--- config.mk ---
export PLATFORM = sky130hd
export DESIGN_NAME = sim_test_status
export DESIGN_NICKNAME = d
export VERILOG_FILES = /design/src/rtl/sim_test_status.sv
export SDC_FILE = /design/constraint.sdc
export NUM_CORES = 1
export LEC_CHECK = 0
export ABC_AREA = 0
export BUFFER_PORTS_ARGS = -buffer_cell sky130_fd_sc_hd__buf_2
export CAP_MARGIN = 40
export CORE_ASPECT_RATIO = 0.5
export CORE_MARGIN = 1
export CORE_UTILIZATION = 45
export DETAILED_ROUTE_END_ITERATION = 10
export HOLD_SLACK_MARGIN = 0.08
export PLACE_DENSITY = 0.72
export SETUP_SLACK_MARGIN = 0.2
export SYNTH_ARGS = -nofsm -noshare
export SYNTH_HDL_FRONTEND = slang
export SYNTH_SLANG_ARGS = --single-unit
--- constraint.sdc ---
create_clock -name clk -period 2.23 [get_ports clk]
set_input_delay 0.1115 -clock clk [delete_from_list [all_inputs] [get_ports clk]]
set_output_delay 0.1115 -clock clk [all_outputs]
set_load 0.01 [all_outputs]
--- src/rtl/sim_test_status.sv ---
// End-of-test responder on the core data bus: TOHOST pass/fail, a free-running
// RUN-cycle counter with watchdog, and a console byte port.
module sim_test_status #(
  parameter logic [31:0] BASE_ADDR      = 32'h1000_0000,
  parameter int unsigned TIMEOUT_CYCLES = 1000
) (
  input  logic        clk,
  input  logic        rst,
  input  logic        req,
  input  logic        we,
  input  logic [31:0] addr,
  input  logic [31:0] wdata,
  input  logic [3:0]  wstrb,
  output logic        rvalid,
  output logic [31:0] rdata,
  output logic        done,
  output logic        pass,
  output logic        timeout,
  output logic [30:0] fail_code,
  output logic        con_valid,
  output logic [7:0]  con_data
);

  typedef enum logic [1:0] {
    ST_RUN,
    ST_PASS,
    ST_FAIL,
    ST_TIMEOUT
  } state_e;

  localparam logic        WD_EN   = (TIMEOUT_CYCLES != 0);
  localparam logic [63:0] WD_LAST = 64'(TIMEOUT_CYCLES) - 64'd1;

  localparam logic [2:0] OFF_TOHOST  = 3'd0;
  localparam logic [2:0] OFF_CYCLE_L = 3'd1;
  localparam logic [2:0] OFF_CYCLE_H = 3'd2;
  localparam logic [2:0] OFF_STATUS  = 3'd3;
  localparam logic [2:0] OFF_CONSOLE = 3'd4;

  state_e      state_q, state_d;
  logic [63:0] cycle_q, cycle_d;
  logic [31:0] tohost_q, tohost_d;
  logic [30:0] fail_code_q, fail_code_d;
  logic        rvalid_q, rvalid_d;
  logic [31:0] rdata_q, rdata_d;
  logic        con_valid_q, con_valid_d;
  logic [7:0]  con_data_q, con_data_d;

  logic        hit;
  logic [2:0]  offset;
  logic        tohost_wr;
  logic        wd_fire;
  logic [31:0] status_word;
  logic        unused_addr_lsb;

  assign hit             = req && (addr[31:5] == BASE_ADDR[31:5]);
  assign offset          = addr[4:2];
  assign tohost_wr       = hit && we && (offset == OFF_TOHOST) && (wstrb == 4'hF);
  assign wd_fire         = WD_EN && (cycle_q == WD_LAST);
  assign unused_addr_lsb = ^addr[1:0];

  assign done        = (state_q != ST_RUN);
  assign pass        = (state_q == ST_PASS);
  assign timeout     = (state_q == ST_TIMEOUT);
  assign fail_code   = fail_code_q;
  assign status_word = {fail_code_q[28:0], timeout, pass, done};

  always_comb begin
    state_d     = state_q;
    cycle_d     = cycle_q;
    tohost_d    = tohost_q;
    fail_code_d = fail_code_q;
    rvalid_d    = 1'b0;
    rdata_d     = rdata_q;
    con_valid_d = 1'b0;
    con_data_d  = con_data_q;

    if (state_q == ST_RUN) begin
      cycle_d = cycle_q + 64'd1;
      if (tohost_wr) begin
        tohost_d = wdata;
      end
      // A terminating store outranks a watchdog expiry in the same cycle;
      // an even store does not terminate, so the watchdog may still fire.
      if (tohost_wr && wdata[0]) begin
        if (wdata == 32'd1) begin
          state_d = ST_PASS;
        end else begin
          state_d     = ST_FAIL;
          fail_code_d = wdata[31:1];
        end
      end else if (wd_fire) begin
        state_d = ST_TIMEOUT;
      end
    end

    if (hit && !we) begin
      rvalid_d = 1'b1;
      case (offset)
        OFF_TOHOST:  rdata_d = tohost_q;
        OFF_CYCLE_L: rdata_d = cycle_q[31:0];
        OFF_CYCLE_H: rdata_d = cycle_q[63:32];
        OFF_STATUS:  rdata_d = status_word;
        default:     rdata_d = 32'd0;
      endcase
    end

    if (hit && we && (offset == OFF_CONSOLE) && wstrb[0]) begin
      con_valid_d = 1'b1;
      con_data_d  = wdata[7:0];
    end
  end

  always_ff @(posedge clk or negedge rst) begin
    if (!rst) begin
      state_q     <= ST_RUN;
      cycle_q     <= 64'd0;
      tohost_q    <= 32'd0;
      fail_code_q <= 31'd0;
      rvalid_q    <= 1'b0;
      rdata_q     <= 32'd0;
      con_valid_q <= 1'b0;
      con_data_q  <= 8'd0;
    end else begin
      state_q     <= state_d;
      cycle_q     <= cycle_d;
      tohost_q    <= tohost_d;
      fail_code_q <= fail_code_d;
      rvalid_q    <= rvalid_d;
      rdata_q     <= rdata_d;
      con_valid_q <= con_valid_d;
      con_data_q  <= con_data_d;
    end
  end

  assign rvalid    = rvalid_q;
  assign rdata     = rdata_q;
  assign con_valid = con_valid_q;
  assign con_data  = con_data_q;

endmodule

## Word-level counts from Yosys, hierarchy flattened

Index checks and enable logic that the tools add are counted.

- Bitwise logic cells: 1
- Add/subtract/negate cells: 1
- Reduce and logical (&&, ||, !) cells: 16
- Mux-type cells: 6
- Eq/ne operators: 10

Operators by type and width:

| kind | count |
|---|---|
| $pmux 32 s4 | 1 |
| $add 64x1->64 const B | 1 |
| $eq 64x10->1 const B | 1 |
| $eq 32x1->1 const B | 1 |
| $eq 27x24->1 const B | 1 |
| $logic_and 1x1->1 | 8 |
| $eq 3x2->1 const B | 2 |
| $mux 2 | 3 |
| $eq 4x4->1 const B | 1 |
| $reduce_and 2->1 | 2 |
| $reduce_bool 2->1 | 2 |
| $eq 3x1->1 const B | 1 |
| $eq 3x3->1 const B | 1 |
| $logic_not 3->1 | 1 |
| $reduce_and 3->1 | 1 |
| $eq 2x1->1 const B | 1 |
| $eq 2x2->1 const B | 1 |
| $logic_not 2->1 | 1 |
| $mux 1 | 2 |
| $logic_not 1->1 | 1 |
| $not 1->1 | 1 |

- Input port bits: 72
- Word-level logic and storage cells: 42
- Flip-flop bits (word level): 171
- Output and inout bits: 76

## Depth between registers and ports, before layout

Gate-level depths: netlist of run 1.

- Depth in word-level cells: 8
- Gate-level depth with buffers: 7
- Mapped depth without buffers: 6

## Least setup slack after synthesis of run 1

No wires, ideal clock.

- Path type: flip-flop to flip-flop
- Start point: register cycle_q[0]
- End point: register cycle_q[44]
- Arrival: 1.793 ns
- Cell stages (with the launch flop): 7
- Setup time: 0.123 ns
- Path buffers: 0
- Clock period less this slack: 1.916 ns
- Setup slack: 0.314 ns
- Required time: 2.107 ns
- Cell sequence: dfrtp_1 ha_1 and4bb_2 nand4_1 nor3_1 nand4_1 xnor2_1

- Cells in the longest elaborated chain, start to end: 1

RTL lines:

| element | line | text |
|---|---|---|
| from (decl) | 41 | `logic [63:0] cycle_q, cycle_d;` |
| from (signal assigned) | 126 | `cycle_q <= cycle_d;` |
| $add 64x1->64 | 79 | `cycle_d = cycle_q + 64'd1;` |

Every way passes these cells.
A chain may end at the register's enable or synchronous reset.

## Worst setup path after layout of run 1

- Start point: register cycle_q[22]
- End point: register state_q[1]

- Cells in the longest elaborated chain, start to end: 3

RTL lines:

| element | line | text |
|---|---|---|
| $eq 64x10->1 | 59 | `assign wd_fire = WD_EN && (cycle_q == WD_LAST);` |
| $reduce_bool 2->1 (no source line) | -- |  |
| $reduce_and 2->1 (no source line) | -- |  |
| to (signal assigned) | 125 | `state_q <= state_d;` |
| to (decl) | 40 | `state_e state_q, state_d;` |

Every way passes these cells.

==> results.md, run 1 <==
* Status: finished clean
* Die area at 17990 um^2
* Min-delay src: wdata[0]
* Synth Area in Simple Gates at 0.1545
* Crit path DAT at 2410 ps
* Antenna violations before repair at 0
* Top Metal Used: met4
* Fill count at 1348
* Multiplexer share of the synthesized area at 0.1034
* Initial Utilization at 0.4689
* Crit-path max cell delay at 460 ps
* Commonest cells after routing, fill and taps aside: 171 x dfrtp_1, 144 x buf_2, 61 x mux2_2
* Worst-path clk slew at 70 ps
* Post-route minimum period at 2054 ps
* Leak at 4.976 nW
* Worst-Skew Late Latency at 430 ps
* Seq/Total Area, Yosys at 0.5457
* Top FF cell, synth: dfrtp_1
* Endpoint class of the critical path: flop
* CTS tree: yes
* DP Cell Count at 1048
* Hold path depth at 3
* Max_cap viols at 0
* Routed length per instance at 19.40 um
* Adder-cell share of the synthesized area at 0.001596
* Register area at 4279 um^2
* Synth unique cells at 41
* Routed wl met3 at 1648 um
* Vias per Instance at 5.742
* Setup TNS at 0 ps
* Remaining DRCs at 0
* VDD IR max at 0.3886 mV
* XOR/XNOR share of the synthesized area at 0.07037
* Core area at 16720 um^2
* R2R cell count at 5
* Leading cell type in the layout, fill and taps excluded: dfrtp_1
* Vias at 6443
* Yosys reg bits at 171
* Syn_area_per_cell at 11.58 um^2
* Max Buffers Root-to-Sink at 2
* Hold endpoint: tohost_q[0]
* Setup CP Type: reg2reg
* Aggregate global-route resource usage at 0.2447
* Clock Skews at 12.94 ps
* Die H at 95.34 um
* GPL Wtd Cong at 0.9360
* Tot Pwr at 6.288 mW
* Cell at the slowest stage of the critical path: nor4_1
* Slew Limit Fails at 0
* Post-synthesis compound-gate area fraction at 0.09510
* Area of the multi-input gates at 3447 um^2
* Flop-to-flop setup slack at 180 ps
* Total gr overflow at 0
* Crit Path Max Fanout at 5
* First-pass GRT wire length at 33830 um
* Die width at 188.7 um
* Drt initial violations at 469
* Slew @ Worst Pin at 562.7 ps
* Setup ws final at 176.1 ps
* Fin crit share at 0.9210
* Post-synth EDFFs at 0
* Syn Nets at 750
* RSZ-0062 raised after global routing: false
* Vias in the first global route at 6329
* Largest net degree at the start of global routing at 66
* Placement row count at 33
* Syn Inst Count at 677
* Synthesis-to-layout area growth at 29.47%
* DR WL met2 at 10010 um
* Fin cells at 1122
* Final setup viols at 0
* Final wirelength at 21770 um
* Antenna-violating nets left at 0
* N_diodes at 0
* # nets final at 955
* Yosys warning count at 0
* Endpoints failing hold at 0
* Post-DP HPWL at 14670 um
* Finished Core Util at 0.6071
* I/O Buffers at 145
* CP Cell Sequence: nor4_1, nand4_1, nor4_2, and3_1, o32a_1
* Pre-CTS setup slack at -51.33 ps
* Clock root cell: clkbuf_16
* Depth of the CTS H-tree at 4
* M1 WL at 9879 um
* Rel. slew slack at 0.6249
* Main combinational cell family by area after synthesis: simple AND/OR/NAND/NOR gates
* Critical Path Start Type: flop
* Asr flop ratio synth at 1.000
* Layout cell share with drive strength beyond 1 at 0.3497
* Drt pass-1 iters at 5
* RR Startpoint: cycle_q[22]
* Num ports at 148
* PD cells at 619.4 nW/um^2
* Fmax achieved at 486.9 MHz
* Worst min-delay path class: in2reg
* CTS sink cnt at 171
* TritonCTS Buffers at 17
* Reg2Reg Capture Point: state_q[1]
* Post-synthesis cell area at 7841 um^2
* Worst EP required at 2590 ps
sequential cells by signal, indices dropped and copies added, names as in the netlist:
register,count
cycle_q,64
rvalid,1
state_q,2
tohost_q,32
con_valid,1
rdata,32
con_data,8
fail_code,31
layout make-up:
cell class,count,area share
Clock buffer,18,0.04326
Sequential cell,171,0.4215
Tap cell,227,0.02798
Inverter,12,0.004437
Multi-Input combinational cell,455,0.3395
Clock inverter,14,0.01454
Timing Repair Buffer,225,0.1488
metrics by stage:
step / instance area (um^2) / hold slack, ps
after floorplan: 7841 / -184.1
after global placement: 9052 / 121.9
after detailed placement: 9052 / 124.3
after CTS: 9980 / 89.77
after global routing: 10150 / 105.1
final: 10150 / 92.43
routing by layer:
| metal | vias to the layer above | track usage |
|---|---|---|
| met5 | - | 0 |
| met4 | 0 | 0.07056 |
| met3 | 21 | 0.05778 |
| met2 | 267 | 0.3833 |
| met1 | 3235 | 0.3411 |
| li1 | 2920 | - |
synthesized netlist by cell type, types with 14 or more instances:
master / instances / area share
dfrtp_1: 171 / 0.55
mux2_2: 61 / 0.088
nand2_1: 59 / 0.028
xnor2_1: 39 / 0.044
o21ai_0: 33 / 0.021
a221oi_1: 32 / 0.036
a22o_1: 32 / 0.036
nand4_1: 29 / 0.023
nor2_1: 29 / 0.014
nor4_1: 29 / 0.023
xor2_1: 24 / 0.027
clkbuf_1: 19 / 0.0091
nand3_1: 14 / 0.0089
how the worst max path moves through the flow:
stage                          endpoint   startpoint  slack (ps)  cells after the start
after detailed placement  fail_code[13]     addr[14]         -50                      8
after global routing         state_q[0]  cycle_q[22]         170                      5
final                        state_q[1]  cycle_q[22]         180                      5
after global placement    fail_code[18]     addr[14]         -10                      8
after CTS                   cycle_q[57]  cycle_q[21]         170                      5
after floorplan             cycle_q[44]   cycle_q[0]         310                      6
where the power goes:
| group | switching (mW) | internal, mW |
|---|---|---|
| Sequential | 0.00000000100 | 3.10 |
| Combinational | 0.161 | 0.108 |
| Clock | 1.39 | 1.53 |
| Total | 1.55 | 4.73 |
worst max-delay path, delay by kind of cell, from the launching register on:
| kind | cells | cell delay [ps] |
|---|---|---|
| AO/OA/AOI/OAI | 1 | 170 |
| flip-flops | 1 | 450 |
| AND/OR/NAND/NOR | 4 | 1360 |
cells by family (layout without fill, tap and decap cells):
| group | count (synthesis) | after routing |
|---|---|---|
| AND/OR/NAND/NOR | 220 | 220 |
| flip-flops | 171 | 171 |
| AO/OA/AOI/OAI | 99 | 99 |
| multiplexers | 72 | 72 |
| XOR/XNOR | 63 | 63 |
| buffers and inverters | 51 | 269 |
| adder cells (fa/ha/maj) | 1 | 1 |
repair_timing:
item	in CTS	in global routing
pin swaps	0	8
hold buffers	34	0
setup buffers	0	7
resized for setup	0	19
cloned	0	1
setup endpoints to repair	4	69
endpoints found under the hold margin	124	0
(Power assumes the default switching activity.)
==> run 2, diff against run 1 <==
clock period = 2.6 ns   (was 2.23 ns; I/O delays follow)
==> run 2 against run 1 <==
  * Non-clock buffer count shrank 29
  * Clock power fell by 8.6%
  * Register-to-register slack improved by 80 ps
  * Fmax is 12% lower
  * Power shrank 12%
  * Flip-flop and latch count unchanged
  * Clock-buffer cell count is 1 lower
  * Sequential share of layout area rose by 1.2 points
  * Routed wire length is 2.7% lower
  * Design area down 2.8%
  * Die area unchanged
  * Highest routed layer is now met5
==> results.md, run 2 (synthesized netlist as in run 1, its figures left out) <==
* Die width at 188.7 um (unchanged)
* Internal power at 4.283 mW (-9.5%)
* Finished Core Util at 0.5900 (-0.01713)
* N_diodes at 0 (unchanged)
* Fin crit share at 0.9006 (-0.02046)
* Synthesis-to-layout area growth at 25.82%
* NetSw at 1.269 mW (-18%)
* Max FFs per register at 64 (unchanged)
* R2R cell count at 5 (unchanged)
* CP endpoint: cycle_q[57]
* Largest net degree at the start of global routing at 87 (+32%)
* Status: finished clean
* Combinational share of power at 0.041 (-0.002)
* First-pass GRT wire length at 34020 um (+0.55%)
* Total gr overflow at 0 (unchanged)
* Clock root cell: clkbuf_16
* Leading cell type in the layout, fill and taps excluded: dfrtp_1
* Slew @ Worst Pin at 808.3 ps (+245.6 ps)
* Initial Utilization at 0.4689 (unchanged)
* Antenna violations before repair at 1 (+1)
* Worst min-delay path class: in2reg
* Max_cap viols at 0 (unchanged)
* Share of power burned in registers at 0.479 (-0.014)
* Rel. slew slack at 0.4611 (-0.1637)
* Vias at 6288 (-2.4%)
* Setup CP Type: reg2reg
* Reg2Reg Capture Point: cycle_q[57]
* Drt pass-1 iters at 5 (unchanged)
* Layout cell share with drive strength beyond 1 at 0.3110 (-0.03874)
* CTS tree: yes
* Max Buffers Root-to-Sink at 2 (unchanged)
* Slew Limit Fails at 0 (unchanged)
* Area of the multi-input gates at 3358 um^2 (-2.6%)
* Clock Skews at 8.425 ps (-4.517 ps)
* Die H at 95.34 um (unchanged)
* Commonest cells after routing, fill and taps aside: 171 x dfrtp_1, 144 x buf_2, 61 x mux2_2
* Post-route minimum period at 2341 ps (+287.6 ps)
* Fill count at 1392 (+3.3%)
* CP top delay family: simple AND/OR/NAND/NOR gates
* Num ports at 148 (unchanged)
* Setup TNS at 0 ps (unchanged)
* Switching share of power at 0.2286 (-0.01867)
* Leak at 4.815 nW (-3.2%)
* Vias in the first global route at 6287 (-0.66%)
* Worst-Skew Late Latency at 430 ps (about the same)
* Crit path DAT at 2690 ps (+280 ps)
* Worst path depth at 5 (unchanged)
* Depth of the CTS H-tree at 4 (unchanged)
* Flop-to-flop setup slack at 260 ps (+80 ps)
* Crit path from: cycle_q[33]
* Worst EP required at 2950 ps (+360 ps)
* Drt initial violations at 473 (+0.85%)
* Post-DP HPWL at 14730 um (+0.40%)
* RSZ-0062 raised after global routing: true
* Post-DP Area at 8900 um^2 (-1.7%)
* Clock power frac at 0.480 (+0.016)
* Routed length per instance at 19.40 um (about the same)
* Final wirelength at 21190 um (-2.7%)
* Critical Path Start Type: flop
* I/O Buffers at 145 (unchanged)
* RR Startpoint: cycle_q[33]
* Largest Register: cycle_q
* Placement row count at 33 (unchanged)
* # nets final at 926 (-3.0%)
* PD cells at 562.7 nW/um^2 (-9.1%)
* VDD IR max at 0.3814 mV (-1.8%)
* Worst-path clk slew at 70 ps (about the same)
* Die area at 17990 um^2 (unchanged)
* Buf+Inv Stages, Crit Path at 0 (unchanged)
* Core area at 16720 um^2 (unchanged)
* Cell at the slowest stage of the critical path: nor4_2
* Min Hold Slack at 120.7 ps (+28.25 ps)
* CTS sink cnt at 171 (unchanged)
* Final setup viols at 0 (unchanged)
* Aggregate global-route resource usage at 0.2466 (+0.001893)
* GPL Wtd Cong at 0.9301 (-0.63%)
* Endpoint class of the critical path: flop
* Pre-CTS setup slack at 176.2 ps (+227.5 ps)
* Setup ws final at 258.5 ps (+82.42 ps)
* Crit-path max cell delay at 510 ps (+50 ps)
* Endpoints failing hold at 0 (unchanged)
* Vias per Instance at 5.758 (+0.28%)
* Fmax achieved at 427.1 MHz (-12%)
* Crit Path Max Fanout at 9 (+4)
* CP Cell Sequence: nand4_1, nor4_2, nand4_2, nor4_1, xor2_1
* Fin area at 9866 um^2 (-2.8%)
* Antenna-violating nets left at 0 (unchanged)
* Register area at 4279 um^2 (unchanged)
* Remaining DRCs at 0 (unchanged)
* TritonCTS Buffers at 17 (unchanged)
## run 2: cell types whose count changed in the layout (fill, tap and decap cells not counted), sizes merged
cell         before  now
clkinvlp          2    0
bufinv            0    3
clkbuf           19   17
inv              20   18
buf             190  161
dlygate4sd3      34   35
clkinv            4    5
## run 2: what timing repair did
action	CTS	global route
resized for setup	0	1
hold buffers	35	0
hold endpoints to repair	156	0
endpoints found under the setup margin	0	34
buffers inserted	0	0
## run 2: area by class of cell
| class | instances | share of cell area |
|---|---|---|
| Multi-Input combinational cell | 455 | 0.3404 |
| Tap cell | 227 | 0.02879 |
| Clock buffer | 17 | 0.04312 |
| Timing Repair Buffer | 196 | 0.1308 |
| Inverter | 12 | 0.004566 |
| Sequential cell | 171 | 0.4337 |
| Clock inverter | 14 | 0.01864 |
## run 2: how the worst min path moves through the flow
| stage | start | to | slack [ps] | cells after the start |
|---|---|---|---|---|
| after global routing | addr[29] | con_valid | 140 | 4 |
| after global placement | rst | con_valid | 250 | 1 |
| final | addr[29] | con_valid | 120 | 4 |
| after floorplan | rst | con_data[0] | -170 | 0 |
| after detailed placement | rst | con_data[0] | 260 | 1 |
| after CTS | addr[29] | con_valid | 120 | 4 |
## run 2: per-layer routing
metal | vias up | track usage | share of wire
met4 | 2 | 0.08737 | 0.015
li1 | 2845 | - | -
met3 | 30 | 0.05410 | 0.077
met5 | - | 0 | 0.00061
met2 | 267 | 0.3796 | 0.45
met1 | 3144 | 0.3458 | 0.46
## run 2: worst reg2reg max path, delay by kind of cell, from the launching register on
kind | cells | cell delay, ps
and+or+nand+nor | 4 | 1560
xor gates and xnor gates | 1 | 200
DFF | 1 | 500
## run 2: power groups by stage
| stage | clock network (mW) | registers (mW) | logic, mW |
|---|---|---|---|
| after CTS | 2.69 | 2.66 | 0.227 |
| after floorplan | 0 | 2.71 | 0.0307 |
| final | 2.67 | 2.66 | 0.226 |
| after global routing | 2.81 | 2.66 | 0.249 |
| after detailed placement | 0 | 2.71 | 0.185 |
| after global placement | 0 | 2.71 | 0.182 |
## run 2: per-stage QoR
stage / std cells / total power, mW
floorplan: 677 / 2.741
global placement: 1026 / 2.892
detailed placement: 1026 / 2.895
CTS: 1092 / 5.580
global route: 1092 / 5.719
finish: 1092 / 5.552
==> run 3, diff against run 2 <==
PLACE_DENSITY = 0.76   (was 0.72)
clock period = 2.5 ns   (was 2.6 ns; I/O delays follow)
==> run 3 against run 2 <==
  * Cell count grew 0.37%
  * Routed wire length decreased by 0.28%
  * Largest power group is now registers
  * Largest cell class unchanged
  * Critical path type is now in2reg
  * Via count is 1.2% higher
  * First-iteration DRC count rose by 0.21%
==> results.md, run 3 (synthesized netlist as in run 1, its figures left out) <==
* Status: finished clean
* Slew @ Worst Pin at 758.3 ps (-49.99 ps)
* Largest Register: cycle_q
* Worst path depth at 8 (+3)
* Setup TNS at 0 ps (unchanged)
* Crit path DAT at 2630 ps (-60 ps)
* Aggregate global-route resource usage at 0.2437 (-0.002867)
* Die H at 95.34 um (unchanged)
* Vias at 6364 (+1.2%)
* Buf+Inv Stages, Crit Path at 3 (+3)
* Clock root cell: clkbuf_16
* Drt initial violations at 474 (+0.21%)
* Crit Path Max Fanout at 16 (+7)
* Cell at the slowest stage of the critical path: dlygate4sd3_1
* Largest net degree at the start of global routing at 79 (-9.2%)
* Crit-path max cell delay at 550 ps (+40 ps)
* RSZ-0062 raised after global routing: true
* Fin area at 9818 um^2 (-0.48%)
* Post-DP HPWL at 14510 um (-1.5%)
* Core area at 16720 um^2 (unchanged)
* Total gr overflow at 0 (unchanged)
* Worst EP required at 2810 ps (-140 ps)
* GPL Wtd Cong at 0.9163 (-1.5%)
* Num ports at 148 (unchanged)
* Depth of the CTS H-tree at 4 (unchanged)
* Worst-path clk slew at 70 ps (about the same)
* Drt pass-1 iters at 5 (unchanged)
* Worst-Skew Late Latency at 430 ps (about the same)
* Remaining DRCs at 0 (unchanged)
* CTS sink cnt at 171 (unchanged)
* TritonCTS Buffers at 17 (unchanged)
* # nets final at 929 (+0.32%)
* First-pass GRT wire length at 33960 um (-0.16%)
* Hold path depth at 4 (unchanged)
* Tot Pwr at 5.587 mW (+0.63%)
* Endpoints failing hold at 0 (unchanged)
* R2R cell count at 5 (unchanged)
* I/O Buffers at 145 (unchanged)
* VDD IR max at 0.3491 mV (-8.5%)
* Die width at 188.7 um (unchanged)
* CP Cell Sequence: dlygate4sd3_1, buf_2, nor4_1, nand4_1, nor2_1, and4bb_2, buf_4, mux2_1
* Final setup viols at 0 (unchanged)
* Fill count at 1356 (-2.6%)
* Finished Core Util at 0.5871 (-0.002843)
* Clock Skews at 11.75 ps (+3.329 ps)
* Setup CP Type: in2reg
* Rel. slew slack at 0.4945 (+0.03333)
* Layout cell share with drive strength beyond 1 at 0.3165 (+0.005473)
* Vias per Instance at 5.807 (+0.84%)
* N_diodes at 0 (unchanged)
* Placement row count at 33 (unchanged)
* CP top delay family: simple AND/OR/NAND/NOR gates
* Endpoint class of the critical path: flop
* Post-route minimum period at 2324 ps
* Slew Limit Fails at 0 (unchanged)
* Die area at 17990 um^2 (unchanged)
* Vias in the first global route at 6434 (+2.3%)
* Leading cell type in the layout, fill and taps excluded: dfrtp_1
* Critical Path Start Type: primary input
* Routed length per instance at 19.28 um (-0.65%)
* Initial Utilization at 0.4689 (unchanged)
* PD cells at 569.0 nW/um^2 (+1.1%)
* Fmax achieved at 430.2 MHz
* Max FFs per register at 64 (unchanged)
* Max_cap viols at 0 (unchanged)
* Synthesis-to-layout area growth at 25.21%
* Leak at 4.816 nW (about the same)
* Post-DP Area at 8860 um^2 (-0.45%)
* Commonest cells after routing, fill and taps aside: 171 x dfrtp_1, 144 x buf_2, 61 x mux2_2
* Max Buffers Root-to-Sink at 2 (unchanged)
* Worst min-delay path class: in2reg
* Final wirelength at 21130 um (-0.28%)
* CTS tree: yes
* Antenna violations before repair at 0 (-1)
* Fin crit share at 0.9297
* Antenna-violating nets left at 0 (unchanged)
## run 3: cell count changes in the layout (fill, tap and decap cells not counted), sizes merged
cell / previous run / this run
buf: 161 / 164
bufinv: 3 / 0
clkinv: 5 / 8
inv: 18 / 19
## run 3: worst paths after layout
| kind | startpoint | slack, ps | to |
|---|---|---|---|
| min in group asynchronous | rst | 330 | con_data[7] |
| setup / recovery | wdata[17] | 180 | fail_code[25] |
| hold / removal | wstrb[0] | 90 | con_valid |
| setup reg to reg | cycle_q[32] | 260 | cycle_q[62] |
| hold reg to reg | rdata[17] | 480 | rdata[17] |
| max in group asynchronous | rst | 1430 | fail_code[4] |
## run 3: layout make-up
type,instances,area [um^2],share of cell area
well taps,227,284.0,0.02893
inverters,12,45.04,0.004588
repair buffers,199,1250,0.1273
flip-flops and latches,171,4279,0.4358
clock inverters,15,155.1,0.01580
multi-input cells,455,3379,0.3442
clock buffers,17,425.4,0.04333
## run 3: timing repair
| action | 4_1_cts | 5_1_grt |
|---|---|---|
| hold buffers | 35 | 0 |
| resized for setup | 0 | 4 |
| hold endpoints to repair | 147 | 0 |
| setup buffers | 0 | 0 |
| setup endpoints to repair | 0 | 39 |
## run 3: per-stage QoR
step                      worst slack (ps)  instances  hold slack, ps
after floorplan                      584.1        677          -170.6
after global placement               270.6       1029           212.7
after detailed placement             227.9       1029           230.1
after CTS                            231.1       1096           88.37
after global routing                 132.3       1096           120.1
final                                175.6       1096           94.32
## run 3: report_power, final
part / switching [mW] / internal [mW] / total [mW]
sequential: 0.000000000923 / 2.76 / 2.76
combinational: 0.141 / 0.0964 / 0.237
clock: 1.25 / 1.33 / 2.59
total: 1.39 / 4.20 / 5.59
## run 3: worst min-delay path: stages
cell and delay [ps]:
buf_2 90, nand2_1 90, or4_4 140, nor2_1 40
## run 3: routing by layer
metal	GRT usage	up-vias	part of all wire	wire length, um
li1	-	2870	-	-
met1	0.3334	3191	0.45	9427
met2	0.3983	269	0.46	9809
met3	0.04564	34	0.077	1621
met4	0.07325	0	0.013	271
met5	0	-	0	0
